$ cat src/rtl/pmod_bt2_pkg.sv
// Shared definitions for the PMOD BT2 UART link (device and host sides).
// Holds the UART FSM state encoding, frame constants and the baud divider helper.
package pmod_bt2_pkg;

  typedef enum logic [1:0] {
    StIdle  = 2'd0,
    StStart = 2'd1,
    StBit   = 2'd2,
    StStop  = 2'd3
  } uart_state_e;

  localparam int unsigned UartDataBits = 8;
  localparam int unsigned UartStopBits = 1;

  // Integer clock cycles per bit; callers must keep the result >= 4.
  function automatic int unsigned clks_per_baud(input int unsigned clk_freq,
                                                input int unsigned baud);
    return clk_freq / baud;
  endfunction

endpackage

$ cat src/rtl/bt2_byte_fifo.sv
// Synchronous byte FIFO for the BT2 receive path.
// Ports:
//   clk_i    clock
//   rst_i    synchronous active-high reset (empties the FIFO)
//   push_i   write data_i (taken when not full, or when full with a same-cycle pop)
//   data_i   byte to write
//   pop_i    remove head entry (ignored when empty)
//   data_o   head entry, stable until popped
//   full_o   all entries occupied
//   empty_o  no entries
//   count_o  current fill level
module bt2_byte_fifo #(
  parameter int unsigned Depth = 4
) (
  input  logic                     clk_i,
  input  logic                     rst_i,
  input  logic                     push_i,
  input  logic [7:0]               data_i,
  input  logic                     pop_i,
  output logic [7:0]               data_o,
  output logic                     full_o,
  output logic                     empty_o,
  output logic [$clog2(Depth):0]   count_o
);

  localparam int unsigned PtrW = $clog2(Depth);
  localparam int unsigned CntW = PtrW + 1;
  localparam logic [CntW-1:0] FullLevel = CntW'(Depth);

  logic [7:0]      mem_q [Depth];
  logic [PtrW-1:0] wr_ptr_q, wr_ptr_d;
  logic [PtrW-1:0] rd_ptr_q, rd_ptr_d;
  logic [CntW-1:0] count_q, count_d;
  logic            do_push, do_pop;

  assign full_o  = (count_q == FullLevel);
  assign empty_o = (count_q == '0);
  assign count_o = count_q;
  assign data_o  = mem_q[rd_ptr_q];

  // A pop at full frees the slot the simultaneous push lands in.
  assign do_pop  = pop_i && !empty_o;
  assign do_push = push_i && (!full_o || do_pop);

  always_comb begin
    wr_ptr_d = wr_ptr_q;
    rd_ptr_d = rd_ptr_q;
    count_d  = count_q;
    if (do_push) wr_ptr_d = wr_ptr_q + PtrW'(1);
    if (do_pop)  rd_ptr_d = rd_ptr_q + PtrW'(1);
    unique case ({do_push, do_pop})
      2'b10:   count_d = count_q + CntW'(1);
      2'b01:   count_d = count_q - CntW'(1);
      default: count_d = count_q;
    endcase
  end

  always_ff @(posedge clk_i) begin
    if (rst_i) begin
      wr_ptr_q <= '0;
      rd_ptr_q <= '0;
      count_q  <= '0;
    end else begin
      wr_ptr_q <= wr_ptr_d;
      rd_ptr_q <= rd_ptr_d;
      count_q  <= count_d;
    end
  end

  // Storage carries no reset; empty/full come from count_q only.
  always_ff @(posedge clk_i) begin
    if (do_push) mem_q[wr_ptr_q] <= data_i;
  end

endmodule

$ cat src/rtl/pmod_bt2_device.sv
// Device-side PMOD BT2 emulation: looks like the BT2 module to a host UART (8N1, LSB first).
// Ports:
//   CLK, RST              clock, synchronous active-high reset
//   RXD / TXD             serial in from host / serial out to host (idle high)
//   CTS                   host clear-to-send, active low (gates TX accept only)
//   RTS                   device ready-to-receive, active low (high when RX FIFO nearly full)
//   STS                   registered copy of connected
//   BT_RST_N              host-driven module reset, active low
//   connected             local connection flag
//   tx_data/valid/ready   byte transmit handshake
//   rx_data/valid/ready   RX FIFO head and pop handshake
//   frame_err             1-cycle pulse, stop bit low, byte dropped
//   overrun               sticky, byte dropped because FIFO full
module pmod_bt2_device
  import pmod_bt2_pkg::*;
#(
  parameter int unsigned BAUD       = 115200,
  parameter int unsigned CLK_FREQ   = 12000000,
  parameter int unsigned FIFO_DEPTH = 4
) (
  input  logic       CLK,
  input  logic       RST,
  input  logic       RXD,
  output logic       TXD,
  input  logic       CTS,
  output logic       RTS,
  output logic       STS,
  input  logic       BT_RST_N,
  input  logic       connected,
  input  logic [7:0] tx_data,
  input  logic       tx_valid,
  output logic       tx_ready,
  output logic [7:0] rx_data,
  output logic       rx_valid,
  input  logic       rx_ready,
  output logic       frame_err,
  output logic       overrun
);

  localparam int unsigned ClksPerBaud = clks_per_baud(CLK_FREQ, BAUD);
  localparam int unsigned CntW        = $clog2(ClksPerBaud) + 1;
  localparam int unsigned FifoCntW    = $clog2(FIFO_DEPTH) + 1;

  localparam logic [CntW-1:0]     BaudReload = CntW'(ClksPerBaud - 1);
  localparam logic [CntW-1:0]     HalfReload = CntW'(ClksPerBaud / 2 - 1);
  localparam logic [2:0]          LastBit    = 3'(UartDataBits - 1);
  localparam logic [FifoCntW-1:0] RtsLevel   = FifoCntW'(FIFO_DEPTH - 1);

  // Synchronizers; BT_RST_N resets low so local reset outlasts RST by the sync depth.
  logic [1:0] rxd_sync_q, cts_sync_q, bt_rst_sync_q;
  logic       rxd_prev_q;
  logic       rxd_s, cts_s, bt_rst_n_s, local_rst;

  always_ff @(posedge CLK) begin
    if (RST) begin
      rxd_sync_q    <= 2'b11;
      cts_sync_q    <= 2'b11;
      bt_rst_sync_q <= 2'b00;
      rxd_prev_q    <= 1'b1;
    end else begin
      rxd_sync_q    <= {rxd_sync_q[0], RXD};
      cts_sync_q    <= {cts_sync_q[0], CTS};
      bt_rst_sync_q <= {bt_rst_sync_q[0], BT_RST_N};
      rxd_prev_q    <= rxd_sync_q[1];
    end
  end

  assign rxd_s      = rxd_sync_q[1];
  assign cts_s      = cts_sync_q[1];
  assign bt_rst_n_s = bt_rst_sync_q[1];
  assign local_rst  = RST | ~bt_rst_n_s;

  // ---------------- TX ----------------
  uart_state_e     tx_state_q, tx_state_d;
  logic [CntW-1:0] tx_cnt_q, tx_cnt_d;
  logic [2:0]      tx_bit_q, tx_bit_d;
  logic [7:0]      tx_shift_q, tx_shift_d;
  logic            txd_q, txd_d;

  assign tx_ready = (tx_state_q == StIdle) && !cts_s && !local_rst;
  assign TXD      = txd_q;

  always_comb begin
    tx_state_d = tx_state_q;
    tx_cnt_d   = tx_cnt_q;
    tx_bit_d   = tx_bit_q;
    tx_shift_d = tx_shift_q;
    txd_d      = txd_q;
    unique case (tx_state_q)
      StIdle: begin
        txd_d = 1'b1;
        if (tx_valid && tx_ready) begin
          tx_shift_d = tx_data;
          tx_cnt_d   = BaudReload;
          tx_state_d = StStart;
          txd_d      = 1'b0;
        end
      end
      StStart: begin
        if (tx_cnt_q == '0) begin
          tx_state_d = StBit;
          tx_cnt_d   = BaudReload;
          tx_bit_d   = '0;
          txd_d      = tx_shift_q[0];
        end else begin
          tx_cnt_d = tx_cnt_q - CntW'(1);
        end
      end
      StBit: begin
        if (tx_cnt_q == '0) begin
          tx_cnt_d = BaudReload;
          tx_bit_d = tx_bit_q + 3'd1;
          if (tx_bit_q == LastBit) begin
            tx_state_d = StStop;
            txd_d      = 1'b1;
          end else begin
            txd_d = tx_shift_q[tx_bit_q + 3'd1];
          end
        end else begin
          tx_cnt_d = tx_cnt_q - CntW'(1);
        end
      end
      StStop: begin
        if (tx_cnt_q == '0) tx_state_d = StIdle;
        else                tx_cnt_d   = tx_cnt_q - CntW'(1);
      end
      default: tx_state_d = StIdle;
    endcase
  end

  always_ff @(posedge CLK) begin
    if (local_rst) begin
      tx_state_q <= StIdle;
      tx_cnt_q   <= '0;
      tx_bit_q   <= '0;
      tx_shift_q <= '0;
      txd_q      <= 1'b1;
    end else begin
      tx_state_q <= tx_state_d;
      tx_cnt_q   <= tx_cnt_d;
      tx_bit_q   <= tx_bit_d;
      tx_shift_q <= tx_shift_d;
      txd_q      <= txd_d;
    end
  end

  // ---------------- RX ----------------
  uart_state_e         rx_state_q, rx_state_d;
  logic [CntW-1:0]     rx_cnt_q, rx_cnt_d;
  logic [2:0]          rx_bit_q, rx_bit_d;
  logic [7:0]          rx_shift_q, rx_shift_d;
  logic                frame_err_q, frame_err_d;
  logic                overrun_q, overrun_d;
  logic                fifo_push, fifo_pop, fifo_full, fifo_empty;
  logic [FifoCntW-1:0] fifo_count;

  assign rx_valid  = !fifo_empty;
  assign fifo_pop  = rx_ready && rx_valid;
  assign frame_err = frame_err_q;
  assign overrun   = overrun_q;

  always_comb begin
    rx_state_d  = rx_state_q;
    rx_cnt_d    = rx_cnt_q;
    rx_bit_d    = rx_bit_q;
    rx_shift_d  = rx_shift_q;
    frame_err_d = 1'b0;
    overrun_d   = overrun_q;
    fifo_push   = 1'b0;
    unique case (rx_state_q)
      StIdle: begin
        // Falling edge only, so a line held low after a bad frame cannot re-trigger.
        if (!rxd_s && rxd_prev_q) begin
          rx_state_d = StStart;
          rx_cnt_d   = HalfReload;
        end
      end
      StStart: begin
        if (rx_cnt_q == '0) begin
          if (rxd_s) begin
            rx_state_d = StIdle;
          end else begin
            rx_state_d = StBit;
            rx_cnt_d   = BaudReload;
            rx_bit_d   = '0;
          end
        end else begin
          rx_cnt_d = rx_cnt_q - CntW'(1);
        end
      end
      StBit: begin
        if (rx_cnt_q == '0) begin
          rx_shift_d = {rxd_s, rx_shift_q[7:1]};
          rx_bit_d   = rx_bit_q + 3'd1;
          rx_cnt_d   = BaudReload;
          if (rx_bit_q == LastBit) rx_state_d = StStop;
        end else begin
          rx_cnt_d = rx_cnt_q - CntW'(1);
        end
      end
      StStop: begin
        if (rx_cnt_q == '0) begin
          rx_state_d = StIdle;
          if (rxd_s) begin
            if (fifo_full && !fifo_pop) overrun_d = 1'b1;
            else                        fifo_push = 1'b1;
          end else begin
            frame_err_d = 1'b1;
          end
        end else begin
          rx_cnt_d = rx_cnt_q - CntW'(1);
        end
      end
      default: rx_state_d = StIdle;
    endcase
  end

  always_ff @(posedge CLK) begin
    if (local_rst) begin
      rx_state_q  <= StIdle;
      rx_cnt_q    <= '0;
      rx_bit_q    <= '0;
      rx_shift_q  <= '0;
      frame_err_q <= 1'b0;
      overrun_q   <= 1'b0;
    end else begin
      rx_state_q  <= rx_state_d;
      rx_cnt_q    <= rx_cnt_d;
      rx_bit_q    <= rx_bit_d;
      rx_shift_q  <= rx_shift_d;
      frame_err_q <= frame_err_d;
      overrun_q   <= overrun_d;
    end
  end

  bt2_byte_fifo #(
    .Depth(FIFO_DEPTH)
  ) u_rx_fifo (
    .clk_i  (CLK),
    .rst_i  (local_rst),
    .push_i (fifo_push),
    .data_i (rx_shift_q),
    .pop_i  (fifo_pop),
    .data_o (rx_data),
    .full_o (fifo_full),
    .empty_o(fifo_empty),
    .count_o(fifo_count)
  );

  // ---------------- Status ----------------
  logic rts_q, rts_d, sts_q, sts_d;

  assign rts_d = fifo_count >= RtsLevel;
  assign sts_d = connected;
  assign RTS   = rts_q;
  assign STS   = sts_q;

  always_ff @(posedge CLK) begin
    if (local_rst) begin
      rts_q <= 1'b1;
      sts_q <= 1'b0;
    end else begin
      rts_q <= rts_d;
      sts_q <= sts_d;
    end
  end

endmodule

$ cat config.mk
export PLATFORM = sky130hd
export DESIGN_NAME = pmod_bt2_device
export DESIGN_NICKNAME = d
export VERILOG_FILES = /design/src/rtl/pmod_bt2_pkg.sv /design/src/rtl/bt2_byte_fifo.sv /design/src/rtl/pmod_bt2_device.sv
export SDC_FILE = /design/constraint.sdc
export NUM_CORES = 1
export LEC_CHECK = 0
export CORE_MARGIN = 4
export CORE_UTILIZATION = 55
export CTS_CLUSTER_DIAMETER = 80
export DETAILED_ROUTE_END_ITERATION = 10
export PLACE_DENSITY = 0.86
export SETUP_SLACK_MARGIN = 0.02
export SLEW_MARGIN = 20
export SYNTH_ARGS = -nofsm -noshare
export SYNTH_HDL_FRONTEND = slang
export SYNTH_SLANG_ARGS = --single-unit
$ cat constraint.sdc
create_clock -name CLK -period 6.3 [get_ports CLK]
set_input_delay 0.63 -clock CLK [delete_from_list [all_inputs] [get_ports CLK]]
set_output_delay 0.63 -clock CLK [all_outputs]
set_load 0.05 [all_outputs]
==> metrics.txt <==
CTS tree done; flops & latches, synth 95; DRT antenna net count 0; Flop pwr share 59.8%; Synth top area share 28.5%; FP Rows 32; Worst slew margin 54.0%; ant diodes 0; Seq. cell area 0.00222 sq mm; RSZ-0062 raised after global routing false; die area 0.00953 sq mm; Max VDD drop 0.0000987 V; Clock Tree Buf Depth 2; Crit Path Class input port to output port; layout cells sized above 1 10.2%; Die X 97.6 um; asr flop ratio synth 0%; Core ar. 0.00777 sq mm; area grow syn2layout 12.8%; RD Place Congestion 0.902; clk_skew 11.5 ps; Clock Pin Slew Worst Setup and Hold Paths 100 ps; yosys warns 0; combinational power share 2.3%; clock sink count 95; Top cell by count, worst path clkdlybuf4s50_1; initial antenna violation count 0; critical path endpoint category output port; cell count after synthesis 403; post-CTS setup buffer count 0; sequential element share of the synthesized area 50.3%; fin nets 467; crit-path leading delay family buffers and inverters; Critical Path RT 5670 ps; via count 3192; Worst-Skew Late Latency 370 ps; CTS Buf Count 9; Cell Count, Final, Fillers Out 535; Fillers 600; Main synth FF type dfxtp_1; number of synthesized flops with an enable pin 32; DRC 0; Internal Dissipation 803 uW; final wirelength 8.35 mm; final worst path period share 47.8%; number of DRC markers in iteration 0 255; Worst EP arrival 2380 ps; max_cap viols 0; Fmax 0.332 GHz; num ports 31; CP Buf/Inv Count 2; largest net degree at the start of global routing 45; most numerous cell in the Yosys netlist dfxtp_1; grt total ovfl 0; Post-DP HPWL 5.82 mm; htree depth 3; initial cell density of the core 56.9%; CP Max Fanout 10; NetSw 254 uW; cell area after synthesis 0.00442 sq mm; Avg WL per Cell 15.6 um; Final min period 3010 ps; Post-Syn Area per Cell 11.0 sq um; pwr dens 212 mW/mm^2; Final setup viols 0; Vias/cell 5.97; Sw Share 24.0%; CP max-delay cell clkdlybuf4s50_1; net count after synthesis 442; Synth cell types 65; setup TNS 0 ps; leakage power 0.00186 uW; die extent in y 97.6 um; GR Util All Layers 18.1%; Post-synth top cells dfxtp_1 (63), nor2_1 (43), edfxtp_1 (32); ranking of synthesized cells by area dfxtp_1 (29%), edfxtp_1 (22%), ha_1 (6.2%); crit path cell chain clkdlybuf4s50_1 > nand2b_1 > nor3b_1 > clkdlybuf4s50_1; clock network power share 37.9%; worst hold path type register to register; status finished clean; DP Cell Count 519; Root Buffer clkbuf_8; Slew Limit Fails 0; area of the multi-input gates 0.00205 sq mm; drt pass-1 iters 5; first-pass GRT wire length 14.1 mm; count of hold-fix buffers inserted at cts 0; startpoint types input port; post-synth top area cell dfxtp_1; largest stage delay on the critical path 830 ps; post-CTS sizing 0; Port Buffers 30; number of global-route vias before repair 2983; worst slew pin tran 684 ps; Hold Vio Cnt, Final 0
## logic make-up (layout without fill, tap and decap cells)
family	after synthesis	count (layout)	share of synthesized area, %
adders and majority gates	23	23	6.68
DFF	95	95	50.3
buffers and inverters	35	65	3.37
and+or+nand+nor	135	135	17.0
muxes	29	29	9.43
xor gates and xnor gates	5	5	0.991
AOI/OAI and AO/OA	81	81	12.3
## stage by stage
stage               total power [uW]  hold WS, ps  cell area, sq um  setup slack [ps]  util [%]
floorplan                        658          389              4420              3360         -
global placement                 670          394              4770              3310      61.5
detailed placement               671          394              4770              3270      61.5
CTS                             1060          420              4980              3260      64.2
global route                    1100          434              4980              3170      64.2
finish                          1060          419              4980              3290      64.2
## registers in the layout (all words and copies together) (netlist names), 2 cells and up, named ones only
| signal | cells |
|---|---|
| rx_cnt_q | 8 |
| tx_shift_q | 8 |
| tx_bit_q | 3 |
| u_rx_fifo.mem_q | 32 |
| u_rx_fifo.count_o | 3 |
| rx_shift_q | 8 |
| rx_bit_q | 3 |
| u_rx_fifo.wr_ptr_q | 2 |
| u_rx_fifo.rd_ptr_q | 2 |
| bt_rst_sync_q | 2 |
| tx_state_q | 2 |
| tx_cnt_q | 8 |
| rxd_sync_q | 2 |
| cts_sync_q | 2 |
## path summary, 6_finish.rpt
| kind | start | endpoint | slack (ps) | depth (start not counted) |
|---|---|---|---|---|
| setup / recovery | RST | tx_ready | 3290 | 4 |
| hold / removal | rxd_sync_q[0]$_SDFF_PP1_ | rxd_sync_q[1]$_SDFF_PP1_ | 420 | 1 |
| setup reg to reg | rx_cnt_q[2]$_SDFFE_PP0P_ | u_rx_fifo.count_o[2]$_SDFFE_PP0P_ | 3760 | 10 |
| hold reg to reg | rxd_sync_q[0]$_SDFF_PP1_ | rxd_sync_q[1]$_SDFF_PP1_ | 420 | 1 |
## power by group through the flow
stage	Sequential, uW	Clock [uW]	Combinational [uW]
6_report	632	401	24.5
2_1_floorplan	647	0	11.1
3_3_place_gp	646	0	24.1
4_1_cts	632	406	24.5
3_5_place_dp	646	0	24.4
5_1_grt	633	440	26.6
## routing by layer
layer	wire, um	GRT usage (%)
met1	3470	22.5
met2	4360	31.8
met3	385	3.23
met4	144	5.64
met5	0	0
## layout by cell type, fill, tap and decap left out, types with 4 or more instances in the layout
cell	synthesis	final
a21oi_1	25	25
a31oi_1	8	8
and3_1	6	6
clkbuf_8	0	9
clkdlybuf4s50_1	0	30
dfxtp_1	63	63
edfxtp_1	32	32
ha_1	22	22
inv_1	18	18
mux2i_1	18	18
mux4_2	10	10
nand2_1	14	14
nand2b_1	4	4
nand3_1	12	12
nand4_1	4	4
nor2_1	43	43
nor2b_1	5	5
nor3_1	5	5
nor3b_1	4	4
o211ai_1	4	4
o21ai_0	8	8
o31ai_1	6	6
or2_2	6	6
or3_1	5	5
or4_1	8	8
xor2_1	4	4
## final cells by class
type                            instances  share of cell area, %
Tap cell                              102                   2.56
Clock inverter                          7                   1.73
Clock buffer                            9                   2.49
Inverter                               18                   1.36
Multi-Input combinational cell        273                   41.1
Timing Repair Buffer                   31                   6.18
Sequential cell                        95                   44.6
## worst reg2reg max path, cell delays in order, from the launching register on
cell and delay, ps:
dfxtp_1 390, nor4_4 670, nand4_1 270, nor2_1 140
inv_1 50, ha_1 200, inv_1 70, fa_1 170
xor2_1 70, or3_1 310, a21oi_1 130
(Power assumes the default switching activity.)
